### src/rtl/csel_adder_pipe_if.sv
// Stream bus for csel_adder_pipe: an operand beat in, a result beat out,
// each side with its own valid/ready handshake.
interface csel_adder_pipe_if #(
    parameter int WIDTH = 32
);
    logic             in_valid;
    logic             in_ready;
    logic [WIDTH-1:0] a;
    logic [WIDTH-1:0] b;
    logic             cin;
    logic             sub;
    logic             out_valid;
    logic             out_ready;
    logic [WIDTH-1:0] sum;
    logic             cout;
    logic             ovf;
    logic             prop;

    modport master (
        output in_valid, a, b, cin, sub, out_ready,
        input  in_ready, out_valid, sum, cout, ovf, prop
    );

    modport slave (
        input  in_valid, a, b, cin, sub, out_ready,
        output in_ready, out_valid, sum, cout, ovf, prop
    );
endinterface

### src/rtl/csel_adder_pipe.sv
// Pipelined carry-select adder/subtractor: BPS blocks of BLK bits resolved
// per stage, carries registered between stages, elastic valid/ready pipe.
module csel_block #(
    parameter int BLK = 4
) (
    input  logic [BLK-1:0] a,
    input  logic [BLK-1:0] b,
    input  logic           ci,
    output logic [BLK-1:0] s,
    output logic           co,
    output logic           cmsb,
    output logic           p
);
    logic [BLK:0] r0, r1;

    // both carry hypotheses in parallel, then a late select on the real carry
    assign r0       = {1'b0, a} + {1'b0, b};
    assign r1       = {1'b0, a} + {1'b0, b} + (BLK+1)'(1);
    assign {co, s}  = ci ? r1 : r0;
    assign cmsb     = a[BLK-1] ^ b[BLK-1] ^ s[BLK-1];
    assign p        = &(a ^ b);
endmodule

module csel_adder_pipe #(
    parameter int WIDTH = 32,
    parameter int BLK   = 4,
    parameter int BPS   = 2
) (
    input  logic               clk,
    input  logic               rst_n,
    csel_adder_pipe_if.slave   bus
);
    localparam int SW     = BLK * BPS;
    localparam int STAGES = WIDTH / SW;

    typedef struct packed {
        logic [WIDTH-1:0] a;
        logic [WIDTH-1:0] b;   // already conditionally inverted for sub
        logic [WIDTH-1:0] s;
        logic             c;
        logic             p;
    } stg_t;

    stg_t             src [STAGES];
    stg_t             nxt [STAGES];
    stg_t             q   [STAGES];
    logic [STAGES-1:0] vq;
    logic [STAGES:0]  vld_pipe;
    logic [STAGES:0]  rdy;
    logic             cmsb_last;
    logic             ovf_q;

    assign vld_pipe    = {vq, bus.in_valid};
    assign rdy[STAGES] = bus.out_ready;
    assign src[0]      = '{a: bus.a, b: bus.b ^ {WIDTH{bus.sub}}, s: '0,
                           c: bus.cin ^ bus.sub, p: 1'b1};

    for (genvar k = 0; k < STAGES; k++) begin : g_stg
        logic [BPS:0]     bc;
        logic [BPS-1:0]   bm, bp;
        logic [SW-1:0]    ss;
        logic [WIDTH-1:0] s_new;

        if (k > 0) begin : g_src
            assign src[k] = q[k-1];
        end

        assign rdy[k] = ~vld_pipe[k+1] | rdy[k+1];
        assign bc[0]  = src[k].c;

        for (genvar j = 0; j < BPS; j++) begin : g_blk
            csel_block #(.BLK(BLK)) u_blk (
                .a    (src[k].a[k*SW + j*BLK +: BLK]),
                .b    (src[k].b[k*SW + j*BLK +: BLK]),
                .ci   (bc[j]),
                .s    (ss[j*BLK +: BLK]),
                .co   (bc[j+1]),
                .cmsb (bm[j]),
                .p    (bp[j])
            );
        end

        always_comb begin
            s_new = src[k].s;
            s_new[k*SW +: SW] = ss;
        end

        assign nxt[k] = '{a: src[k].a, b: src[k].b, s: s_new,
                          c: bc[BPS], p: src[k].p & (&bp)};

        if (k == STAGES-1) begin : g_last
            assign cmsb_last = bm[BPS-1];
        end
    end

    // a stage takes its upstream neighbour whenever it is empty or draining
    always_ff @(posedge clk or negedge rst_n) begin
        if (!rst_n) begin
            vq    <= '0;
            ovf_q <= 1'b0;
            for (int k = 0; k < STAGES; k++) q[k] <= '0;
        end else begin
            for (int k = 0; k < STAGES; k++) begin
                if (rdy[k]) begin
                    vq[k] <= vld_pipe[k];
                    if (vld_pipe[k]) q[k] <= nxt[k];
                end
            end
            if (rdy[STAGES-1] && vld_pipe[STAGES-1])
                ovf_q <= cmsb_last ^ nxt[STAGES-1].c;
        end
    end

    assign bus.in_ready  = rdy[0];
    assign bus.out_valid = vq[STAGES-1];
    assign bus.sum       = q[STAGES-1].s;
    assign bus.cout      = q[STAGES-1].c;
    assign bus.prop      = q[STAGES-1].p;
    assign bus.ovf       = ovf_q;
endmodule

### src/flat_wrapper.sv
// flat-port wrapper written by rule: the top's interface ports become plain ports
module csel_adder_pipe_flat 
#(
    parameter int WIDTH = 32,
    parameter int BLK   = 4,
    parameter int BPS   = 2
)
  (clk, rst_n, bus_in_valid, bus_a, bus_b, bus_cin, bus_sub, bus_out_ready, bus_in_ready, bus_out_valid, bus_sum, bus_cout, bus_ovf, bus_prop);
  csel_adder_pipe_if #(.WIDTH(WIDTH)) bus_i ();
  input  logic clk;
  input  logic rst_n;
  input wire logic [$bits(bus_i.in_valid)-1:0] bus_in_valid;
  input wire logic [$bits(bus_i.a)-1:0] bus_a;
  input wire logic [$bits(bus_i.b)-1:0] bus_b;
  input wire logic [$bits(bus_i.cin)-1:0] bus_cin;
  input wire logic [$bits(bus_i.sub)-1:0] bus_sub;
  input wire logic [$bits(bus_i.out_ready)-1:0] bus_out_ready;
  output wire logic [$bits(bus_i.in_ready)-1:0] bus_in_ready;
  output wire logic [$bits(bus_i.out_valid)-1:0] bus_out_valid;
  output wire logic [$bits(bus_i.sum)-1:0] bus_sum;
  output wire logic [$bits(bus_i.cout)-1:0] bus_cout;
  output wire logic [$bits(bus_i.ovf)-1:0] bus_ovf;
  output wire logic [$bits(bus_i.prop)-1:0] bus_prop;
  assign bus_i.in_valid = bus_in_valid;
  assign bus_i.a = bus_a;
  assign bus_i.b = bus_b;
  assign bus_i.cin = bus_cin;
  assign bus_i.sub = bus_sub;
  assign bus_i.out_ready = bus_out_ready;
  assign bus_in_ready = bus_i.in_ready;
  assign bus_out_valid = bus_i.out_valid;
  assign bus_sum = bus_i.sum;
  assign bus_cout = bus_i.cout;
  assign bus_ovf = bus_i.ovf;
  assign bus_prop = bus_i.prop;
  csel_adder_pipe #(.WIDTH(WIDTH), .BLK(BLK), .BPS(BPS)) u_core (.clk(clk), .rst_n(rst_n), .bus(bus_i));
endmodule
### config.mk
export PLATFORM = sky130hd
export DESIGN_NAME = csel_adder_pipe_flat
export DESIGN_NICKNAME = d
export VERILOG_FILES = /design/src/rtl/csel_adder_pipe_if.sv /design/src/rtl/csel_adder_pipe.sv /design/src/flat_wrapper.sv
export SDC_FILE = /design/constraint.sdc
export NUM_CORES = 1
export LEC_CHECK = 0
export ABC_CLOCK_PERIOD_IN_PS = 8700
export CAP_MARGIN = 10
export CORE_AREA = 8 8 136 138
export CTS_CLUSTER_DIAMETER = 100
export DETAILED_ROUTE_END_ITERATION = 8
export DIE_AREA = 0 0 144 146
export GPL_ROUTABILITY_DRIVEN = 0
export PLACE_DENSITY_LB_ADDON = 0.2
export REMOVE_ABC_BUFFERS = 1
export SLEW_MARGIN = 20
export SYNTH_ARGS = -nofsm -noshare
export SYNTH_HDL_FRONTEND = slang
export SYNTH_HIERARCHICAL = 1
export SYNTH_SLANG_ARGS = --single-unit
### constraint.sdc
create_clock -name clk -period 8.7 [get_ports clk]
set_clock_uncertainty 0.15 [all_clocks]
set_input_delay 1.74 -clock clk [delete_from_list [all_inputs] [get_ports clk]]
set_output_delay 1.74 -clock clk [all_outputs]
set_load 0.005 [all_outputs]
* Yosys cells after proc, flatten, opt, wreduce, memory -nomap -nowiden
Index checks and enable logic that the tools add are counted.
** Storage, ports and cells
- Input port bits :: 70
- Output and inout bits :: 37
- Word-level logic and storage cells :: 80
- Bits in registers :: 285
** Cells by class
- Bitwise gates (word level) :: 24
- Reduce and logical (&&, ||, !) cells :: 9
- Add/sub/neg operators :: 16
- Mux-type cells :: 8
** Operators by type and width (count)
- 4-bit by 4-bit adder with 5-bit output :: 8
- 5-bit by 1-bit adder with 5-bit output (second input constant) :: 8
- 5-bit 2-to-1 mux :: 8
- 8-bit AND reduction :: 4
- 32-bit XOR :: 1
- 4-bit XOR :: 8
- 2-bit AND reduction :: 4
- 1-bit inverter :: 4
- 1-bit OR :: 4
- 1-bit XOR :: 4
- 1-bit AND :: 3
- 1-bit logical AND :: 1

* Logic depth before layout (Yosys ltp)
Gate-level depths: netlist of the first run.
- Depth in word-level cells :: 6
- Gate-level depth with buffers :: 17
- Gate-level depth less buffers :: 15

* Hierarchy
The synthesis of the first run kept the hierarchy.
** Modules (own cells, without submodules)
- csel_adder_pipe :: times used 1, cells each 480, area an instance 7587.3 µm², sequential area each 4729.5 µm²
- csel_block :: times used 8, cells each 35, area an instance 266.5 µm², sequential area each 0.0 µm²

* Least setup slack after synthesis of the first run
No wires, ideal clock.
- Path kind :: input port to flip-flop
- Start point :: in bus_sub
- End point :: reg u_core.q (netlist bit u_core/g_stg[1].bc[0])
- Buffers on the path :: 2
- Setup time :: 0.065 ns
- Stages :: 17
- Arrival time :: 4.911 ns
- Setup slack :: 3.575 ns
- Required time :: 8.485 ns
- Path through :: clkbuf_1 > buf_2 > xor2_1 > ha_1 > inv_1 > fa_1 > inv_1 > ha_1 > nand2_1 > or4_1 > a2bb2oi_1 > nand3_1 > nand2_1 > or4_1 > a2bb2oi_1 > nand3_1 > mux2_2
** RTL lines
- start, declared :: RTL line flat_wrapper.sv:16 : input wire logic [$bits(bus_i.sub)-1:0] bus_sub;
- end signal, assigned by index :: RTL line csel_adder_pipe.sv:106 : if (vld_pipe[k]) q[k] <= nxt[k];
- end, declared :: RTL line csel_adder_pipe.sv:46 : stg_t q [STAGES];

==> results.md, run 1 <==
* Yosys top cell area share at 48.7%
* Worst-Margin Slew at 926 ps
* Synthesized cell area at 9720 um^2
* CTS Buf Count at 17
* Startpoint of the worst hold path: u_core/nxt[252]$_DFFE_PN0P_
* Layout cells sized above 1 at 25.9%
* Warnings from Yosys at 6
* Root buffer cell: clkbuf_16
* Commonest non-fill, non-tap cells in the layout: dfrtp_1, mux2_2, clkdlybuf4s50_1
* DRT Pass-1 Iters at 5
* Max Used Layer: met4
* # diodes at 0
* Initial drt markers at 243
* DR vias at 5882
* Met3 wire len at 660 um
* Max-cap violations at 0
* Top post-synthesis cells by area: dfrtp_1, mux2_2, ha_1
* DR DRC count at 0
* CP max stage delay at 590 ps
* Worst R2R Path Depth at 15
* Final core utilization at 69.4%
* Routed Antenna Nets at 0
* Full die area at 21000 um^2
* Final Max Slew Viols at 0
* Crit end category: flip-flop
* H-tree levels at 4
* Core Rows at 47
* CTS tree: built
* Worst R2R Start: u_core/nxt[90]$_DFFE_PN0P_
* #FFs+latches synth at 189
* Critical path origin: bus_sub
* Area delta synth->final at 16.3%
* Final setup violation count at 0
* CTS Sinks at 189
* Leakage at 0.00487 uW
* Setup slack, reg-to-reg at 4970 ps
* Avg Cell Area, Syn at 12.8 um^2
* Crit share post-route at 61.7%
* Largest net degree at the start of global routing at 116
* Netlist cell types at 34
* Worst vdd ir at 156 uV
* Worst setup endpoint: u_core/g_stg[1].bc[0]$_DFFE_PN0P_
* Global Route Usage Sum at 18.3%
* Worst path depth at 17
* Kind of critical path: in -> reg
* CP top delay family: simple AND/OR/NAND/NOR gates
* Worst Hold Class: reg -> reg
* Num ports at 107
* PostCTS Resize Cnt at 0
* Cells after DPL at 1036
* Data required time of the critical path at 8920 ps
* Antenna violations before repair at 0
* Post-route insts no fill at 1068
* DRT met1 WL at 7.61 mm
* Crit path max fanout at 33
* Arrival @ worst endpoint at 5580 ps
* Maximum clock rate at 0.186 GHz
* Relative slew slack at 38.3%
* Vias/cell at 5.51
* Min Tclk post-route at 5370 ps
* First-pass GRT wire length at 30.7 mm
* Setup TNS at 0 ps
* Pwr dens at 324 nW/um^2
* Initial Util at 59.7%
* Final nets at 953
* Post-DP HPWL at 12.6 mm
* Hold Vio Cnt, Final at 0
* CTS Hold Bufs at 0
* Clk Latency, worst-skew pair at 430 ps
* RR Endpoint: u_core/bus.ovf$_DFFE_PN0P_
* Clk buf depth at 2
* Die width at 144 um
* Setup Buffers After CTS at 0
* WL/cell at 17.1 um
* Drt total wl at 18.2 mm
* Cell chain of the critical path: buf_2, buf_4, xor2_1, ha_1, inv_1, fa_1, inv_1, ha_1, nand2_1, a2111oi_0, a2bb2oi_1, nand3_1, nand2_1, or4_1, a2bb2oi_1, nand3_1, mux2_2
* WL met2 at 9.76 mm
* Fillers at 1184
* Post-synth top area cell: dfrtp_1
* Die height at 146 um
* WP buf/inv at 4
* Unrepaired setup endpoints after global routing: false
* Core ar. at 16300 um^2
* Crit path launch type: input port
* Outcome: finished, final reports clean
* Port-buffer cells at 106
* GR Overflow Total at 0
* Vias in the first global route at 6473
* Most common cell after layout, fill and taps aside: dfrtp_1
* Clock-pin slew on the worst setup and hold paths at 60 ps
* Crit-path slowest cell: a2111oi_0
* Post-synthesis cell count at 760
* Final hold slack at 338 ps
* Register area share after synthesis at 48.7%
## sequential cells by signal (all words and copies together) (netlist names)
| signal | cells |
|---|---|
| u_core/bus.ovf | 1 |
| u_core/g_stg.s_new | 48 |
| u_core/bus.prop | 1 |
| u_core/bus.cout | 1 |
| u_core/vq | 4 |
| u_core/nxt | 96 |
| u_core/g_stg.bc | 3 |
| u_core/bus.sum | 32 |
| u_core/q | 3 |
## Yosys cell counts
cell type,instances
a2111oi_0,8
a21boi_2,1
a21o_1,8
a21oi_1,8
a2bb2oi_1,8
a31oi_1,8
and3_1,3
and4_2,8
and4b_1,1
buf_2,18
buf_4,32
buf_6,3
clkbuf_1,1
dfrtp_1,189
fa_1,8
ha_1,40
inv_1,41
mux2_1,19
mux2_2,165
mux2i_1,1
nand2_1,37
nand2b_1,5
nand3_1,8
nand3b_1,1
nand4b_1,1
nor2_1,8
nor2b_1,8
nor3_1,8
o21a_1,16
o21ai_0,16
or4_1,8
xnor2_1,16
xor2_1,50
xor2_2,8
## power breakdown
| group | switching (uW) | internal, uW |
|---|---|---|
| registers | 184 | 1210 |
| logic | 701 | 839 |
| clock network | 319 | 416 |
## worst register-to-register path, delay by kind of cell, from the launching register on
family,cells,cell delay (ps)
adder cells (fa/ha/maj),3,820
XOR/XNOR,1,70
AND/OR/NAND/NOR,6,1470
multiplexers,1,260
flip-flops,1,380
buffers and inverters,2,150
AO/OA/AOI/OAI,2,300
## stage by stage
step           worst slack [ps]  total power (uW)  area (um^2)
2_1_floorplan              4090              2440         9350
3_3_place_gp               3350              2840        10700
3_5_place_dp               3120              2950        10700
4_1_cts                    3540              3700        11300
5_1_grt                    3210              3920        11300
6_report                   3330              3670        11300
## final cells by class
| class | instances | area [um^2] | area share, % |
|---|---|---|---|
| flip-flops and latches | 189 | 4730 | 41.8 |
| multi-input cells | 476 | 4490 | 39.7 |
| repair buffers | 110 | 1090 | 9.64 |
| clock buffers | 23 | 478 | 4.23 |
| well taps | 220 | 275 | 2.44 |
| inverters | 41 | 154 | 1.36 |
| clock inverters | 9 | 87.6 | 0.775 |
## cells by family (layout without fill, tap and decap cells)
family	Yosys count	count (layout)	synth area share [%]
AND/OR/NAND/NOR	96	96	5.30
adder cells (fa/ha/maj)	48	48	6.80
AO/OA/AOI/OAI	73	73	5.16
XOR/XNOR	74	74	7.29
buffers and inverters	95	183	5.37
flip-flops	189	189	48.7
multiplexers	185	185	21.4
## worst min-delay path by stage
| stage | cells after the start | endpoint | slack (ps) |
|---|---|---|---|
| 3_5_place_dp | 1 | u_core/nxt[252]$_DFFE_PN0P_ | 330 |
| 2_1_floorplan | 1 | u_core/nxt[252]$_DFFE_PN0P_ | 300 |
| 4_1_cts | 1 | u_core/nxt[252]$_DFFE_PN0P_ | 340 |
| 5_1_grt | 1 | u_core/nxt[252]$_DFFE_PN0P_ | 360 |
| 3_3_place_gp | 1 | u_core/nxt[255]$_DFFE_PN0P_ | 310 |
| 6_report | 1 | u_core/nxt[252]$_DFFE_PN0P_ | 340 |
## routing by layer
metal	up-vias	global-route usage, %
li1	2765	-
met1	2987	20.8
met2	110	32.6
met3	20	4.00
met4	0	6.84
met5	-	0
Power figures use the tool's default switching activity.
==> run 2: changes to the inputs <==
ABC_CLOCK_PERIOD_IN_PS = 5200   (was 8700)
CORE_AREA = 8 8 140 142   (was 8 8 136 138)
DIE_AREA = 0 0 148 150   (was 0 0 144 146)
clock period = 5.2 ns   (was 8.7 ns; I/O delays follow)
==> run 2 against run 1 <==
  * Cell area grew 0.87%
  * Count of clock-buffer cells in the layout shrank 4
  * Total power grew 71%
  * Sequential power grew 68%
  * Clock power grew 86%
  * Register-to-register slack lost 3600 ps
  * Non-clock buffer count grew 1
  * Largest power group unchanged
  * Critical path type unchanged
  * Largest cell class unchanged
  * Critical endpoint unchanged
  * Via count grew 0.37%
  * Die area grew 5.6%
  * First-iteration DRC count shrank 16%
  * Critical path depth shrank 1
==> results.md, run 2 (synthesis gave the netlist of run 1 again) <==
* Outcome: finished, final reports clean
* Setup Buffers After CTS at 0 (unchanged)
* Routed Antenna Nets at 0 (unchanged)
* Vias in the first global route at 6454 (-0.29%)
* DRT Pass-1 Iters at 5 (unchanged)
* Relative slew slack at 36.5% (-1.8 points)
* Antenna violations before repair at 0 (unchanged)
* Die height at 150 um (+2.7%)
* Vias/cell at 5.48 (-0.56%)
* Clk buf depth at 2 (unchanged)
* DR vias at 5904 (+0.37%)
* First-pass GRT wire length at 31.1 mm (+1.3%)
* Clock-pin slew on the worst setup and hold paths at 60 ps (about the same)
* Layout cells sized above 1 at 26.3% (+0.32 points)
* Setup TNS at 0 ps (unchanged)
* Die width at 148 um (+2.8%)
* Startpoint of the worst hold path: u_core/nxt[253]$_DFFE_PN0P_
* Hold Path Depth at 1 (unchanged)
* CTS Sinks at 189 (unchanged)
* Port-buffer cells at 106 (unchanged)
* PostCTS Resize Cnt at 0 (unchanged)
* Clk Latency, worst-skew pair at 420 ps (about the same)
* Num ports at 107 (unchanged)
* # diodes at 0 (unchanged)
* GR Overflow Total at 0 (unchanged)
* Worst vdd ir at 296 uV (+89%)
* Worst R2R Path Depth at 15 (unchanged)
* Final core utilization at 65.0% (-4.4 points)
* Post-DP HPWL at 13.3 mm (+4.9%)
* Area delta synth->final at 17.3%
* Maximum clock rate at 0.229 GHz
* Number of flip-flops in the largest register at 96 (unchanged)
* Hold Vio Cnt, Final at 0 (unchanged)
* H-tree levels at 4 (unchanged)
* DR DRC count at 0 (unchanged)
* Pwr dens at 550 nW/um^2 (+70%)
* CTS Hold Bufs at 0 (unchanged)
* Most common cell after layout, fill and taps aside: dfrtp_1
* Setup slack, reg-to-reg at 1340 ps (-3630 ps)
* Data required time of the critical path at 5410 ps (-3510 ps)
* Crit share post-route at 84.1%
* WL/cell at 17.3 um (+1.2%)
* Worst Hold Class: reg -> reg
* Initial drt markers at 204 (-16%)
* Crit path launch type: input port
* CTS Buf Count at 17 (unchanged)
* Drt total wl at 18.6 mm (+2.1%)
* Min Tclk post-route at 4370 ps
* Worst R2R Start: u_core/nxt[90]$_DFFE_PN0P_
* Core Rows at 49 (+4.3%)
* RR Endpoint: u_core/bus.ovf$_DFFE_PN0P_
* Core ar. at 17500 um^2 (+7.6%)
* Initial Util at 55.4% (-4.2 points)
* Unrepaired setup endpoints after global routing: false
* Commonest non-fill, non-tap cells in the layout: dfrtp_1, mux2_2, clkdlybuf4s50_1
* Root buffer cell: clkbuf_16
* Max-cap violations at 0 (unchanged)
* Final nets at 954 (+0.10%)
* Min-Delay Endpoint: u_core/nxt[253]$_DFFE_PN0P_
* Kind of critical path: in -> reg
* Largest net degree at the start of global routing at 108 (-6.9%)
* Full die area at 22200 um^2 (+5.6%)
* Final setup violation count at 0 (unchanged)
* CTS tree: built
* Leakage at 0.00493 uW (+1.3%)
* Global Route Usage Sum at 17.5% (-0.81 points)
* Crit end category: flip-flop
* Worst-Margin Slew at 950 ps (+23.8 ps)
* Final Max Slew Viols at 0 (unchanged)
* Crit path max fanout at 5 (-85%)
* Arrival @ worst endpoint at 4590 ps (-990 ps)
==> run 2: critical path: stages <==
cell and delay (ps):
clkdlybuf4s50_1 480, xor2_1 160, ha_1 190, inv_1 60, fa_1 490, inv_1 80, ha_1 150, nand2_1 110
or4_1 460, a2bb2oi_1 150, nand3_1 200, nand2_1 150, a2111oi_0 490, a2bb2oi_1 120, nand3_1 100, mux2_2 140
==> run 2: worst max path at each step <==
stage                  start                           endpoint  slack (ps)  cells past startpoint
floorplan            bus_sub  u_core/g_stg[1].bc[0]$_DFFE_PN0P_        1290                     15
global placement     bus_sub  u_core/g_stg[1].bc[0]$_DFFE_PN0P_         640                     13
detailed placement  bus_b[0]  u_core/g_stg[1].bc[0]$_DFFE_PN0P_         410                     16
CTS                 bus_b[0]  u_core/g_stg[1].bc[0]$_DFFE_PN0P_         860                     16
global route        bus_b[0]  u_core/g_stg[1].bc[0]$_DFFE_PN0P_         610                     16
finish              bus_b[0]  u_core/g_stg[1].bc[0]$_DFFE_PN0P_         830                     16
==> run 2: final cells by class <==
class	count	area (um^2)
Clock buffer	19	443
Sequential cell	189	4730
Fill cell	1373	6130
Tap cell	229	287
Timing Repair Buffer	111	1110
Multi-Input combinational cell	476	4490
Inverter	41	154
Clock inverter	13	190
==> run 2: metrics by stage <==
step           total power (uW)  area (um^2)  setup slack [ps]  hold slack, ps  cells
2_1_floorplan              4080         9350              1290             304    706
3_3_place_gp               4760        10800               642             314   1046
3_5_place_dp               4940        10800               410             322   1046
4_1_cts                    6340        11400               863             337   1078
5_1_grt                    6710        11400               607             363   1078
6_report                   6280        11400               826             335   1078
==> run 2: power by group <==
part / internal [uW] / leakage, uW / switching, uW
sequential: 2020 / 0.00222 / 311
combinational: 1410 / 0.00240 / 1170
clock: 821 / 0.000307 / 544
total: 4250 / 0.00493 / 2030
==> run 2: per-layer routing <==
metal | vias up | wire length (um) | global-route usage, %
met2 | 124 | 9790 | 31.2
li1 | 2757 | - | -
met3 | 30 | 743 | 3.75
met5 | - | 0 | 0
met4 | 0 | 254 | 6.02
met1 | 2993 | 7850 | 20.5
==> run 3: changes to the inputs <==
ABC_CLOCK_PERIOD_IN_PS = 3760   (was 5200)
CORE_AREA = 8 8 148 150   (was 8 8 140 142)
DIE_AREA = 0 0 156 158   (was 0 0 148 150)
clock period = 3.76 ns   (was 5.2 ns; I/O delays follow)
==> run 3 against run 2 <==
  * Clock power up 28%
  * Cell count grew 5.7%
  * Non-clock buffer count rose by 20
  * Sequential power up 38%
  * Critical endpoint unchanged
==> results.md, run 3 (synthesis gave the netlist of run 1 again) <==
* Outcome: finished, final reports clean
* Crit end category: flip-flop
* Num ports at 107 (unchanged)
* Clock-pin slew on the worst setup and hold paths at 70 ps (about the same)
* Root buffer cell: clkbuf_16
* Kind of critical path: in -> reg
* Setup slack, reg-to-reg at 180 ps (-1160 ps)
* CTS Sinks at 189 (unchanged)
* Setup TNS at 0 ps (unchanged)
* Antenna violations before repair at 0 (unchanged)
* Pwr dens at 738 nW/um^2 (+34%)
* WL/cell at 16.0 um (-7.7%)
* Crit share post-route at 99.8%
* Data required time of the critical path at 3980 ps (-1430 ps)
* First-pass GRT wire length at 30.3 mm (-2.7%)
* GR Overflow Total at 0 (unchanged)
* Final hold slack at 218 ps (-117 ps)
* Crit path max fanout at 3 (-2)
* Full die area at 24600 um^2 (+11%)
* Vias/cell at 5.15 (-6.0%)
* Core ar. at 19700 um^2 (+12%)
* Core Rows at 52 (+6.1%)
* Clk Latency, worst-skew pair at 420 ps (about the same)
* Layout cells sized above 1 at 29.0% (+2.7 points)
* Final Max Slew Viols at 0 (unchanged)
* DR vias at 5861 (-0.73%)
* Port-buffer cells at 106 (unchanged)
* Initial drt markers at 148 (-27%)
* Fillers at 1600 (+17%)
* Crit path launch type: input port
* CTS Buf Count at 17 (unchanged)
* Die width at 156 um (+5.4%)
* Commonest non-fill, non-tap cells in the layout: dfrtp_1, mux2_2, clkdlybuf4s50_1
* Largest net degree at the start of global routing at 91 (-16%)
* Worst Hold Class: in -> async
* Die height at 158 um (+5.3%)
* H-tree levels at 4 (unchanged)
* Leakage at 0.00501 uW (+1.7%)
* DR DRC count at 0 (unchanged)
* Worst-Margin Slew at 744 ps (-206 ps)
* Clk buf depth at 2 (unchanged)
* Final setup violation count at 0 (unchanged)
* CTS Hold Bufs at 0 (unchanged)
* Worst vdd ir at 358 uV (+21%)
* DRT Pass-1 Iters at 6 (+1)
* Max-cap violations at 0 (unchanged)
* Final nets at 974 (+2.1%)
* Maximum clock rate at 0.267 GHz
* Hold Vio Cnt, Final at 0 (unchanged)
* Relative slew slack at 50.4% (+14 points)
* Sequential Area at 4730 um^2 (unchanged)
* CTS tree: built
* Area occupied by multi-input gates at 4520 um^2 (+0.64%)
* Area delta synth->final at 19.5%
* Post-DP HPWL at 13.3 mm (about the same)
* Drt total wl at 18.2 mm (-2.4%)
* Vias in the first global route at 6358 (-1.5%)
* Initial Util at 49.3% (-6.1 points)
* Routed Antenna Nets at 0 (unchanged)
* Global Route Usage Sum at 15.4% (-2.1 points)
* Arrival @ worst endpoint at 3970 ps (-620 ps)
* # diodes at 0 (unchanged)
* Min Tclk post-route at 3750 ps
* Unrepaired setup endpoints after global routing: true
* Most common cell after layout, fill and taps aside: dfrtp_1
* Number of flip-flops in the largest register at 96 (unchanged)
[run 3: final timing paths]
kind,end,cells after the start,startpoint
worst min-delay path,u_core/bus.sum[30]$_DFFE_PN0P_,1,rst_n
worst min register to register,u_core/nxt[253]$_DFFE_PN0P_,1,u_core/nxt[253]$_DFFE_PN0P_
min in group clk,u_core/nxt[253]$_DFFE_PN0P_,1,u_core/nxt[253]$_DFFE_PN0P_
max in group asynchronous,u_core/bus.sum[20]$_DFFE_PN0P_,2,rst_n
worst max-delay path,u_core/g_stg[1].bc[0]$_DFFE_PN0P_,15,bus_a[0]
worst max register to register,u_core/bus.ovf$_DFFE_PN0P_,15,u_core/nxt[90]$_DFFE_PN0P_
[run 3: per-layer routing]
layer / track usage (%) / routed length [um] / vias up
met4: 6.05 / 280 / 0
met5: 0 / 0 / -
met3: 3.06 / 601 / 18
li1: - / - / 2818
met1: 18.4 / 8080 / 2925
met2: 27.0 / 9220 / 100
[run 3: stage by stage]
step | power (uW) | instance area, um^2 | std cells | util [%] | worst slack, ps
finish | 8570 | 11600 | 1139 | 58.9 | 8.62
global route | 9210 | 11600 | 1139 | 58.9 | -77.7
CTS | 8650 | 11500 | 1135 | 58.6 | 19.3
detailed placement | 6850 | 11000 | 1103 | 55.6 | -442
global placement | 6660 | 11000 | 1103 | 55.6 | -315
floorplan | 5640 | 9350 | 706 | - | 134
[run 3: layout make-up]
cell class	instances	share of cell area [%]
flip-flops and latches	189	40.7
multi-input cells	476	38.9
repair buffers	131	11.1
clock buffers	19	3.81
well taps	270	2.91
inverters	41	1.33
clock inverters	13	1.22
[run 3: worst max-delay path, cell delays in order]
cell and delay [ps]:
clkdlybuf4s50_1 460, ha_2 170, inv_1 50, fa_1 480, inv_1 90, ha_2 170, nand2_2 70, or4_4 480
a2bb2oi_1 140, nand3_1 150, nand2_2 70, or4_4 530, a2bb2oi_2 140, nand3_1 70, mux2_2 140
[run 3: power by group]
group | internal, uW | switching [uW]
clock | 998 | 755
combinational | 2010 | 1590
sequential | 2790 | 424
total | 5800 | 2770
[run 3: timing repair]
item,4_1_cts,5_1_grt
endpoints found under the hold margin,0,0
gates resized for setup,0,13
endpoints found under the setup margin,0,3
setup buffers,0,4
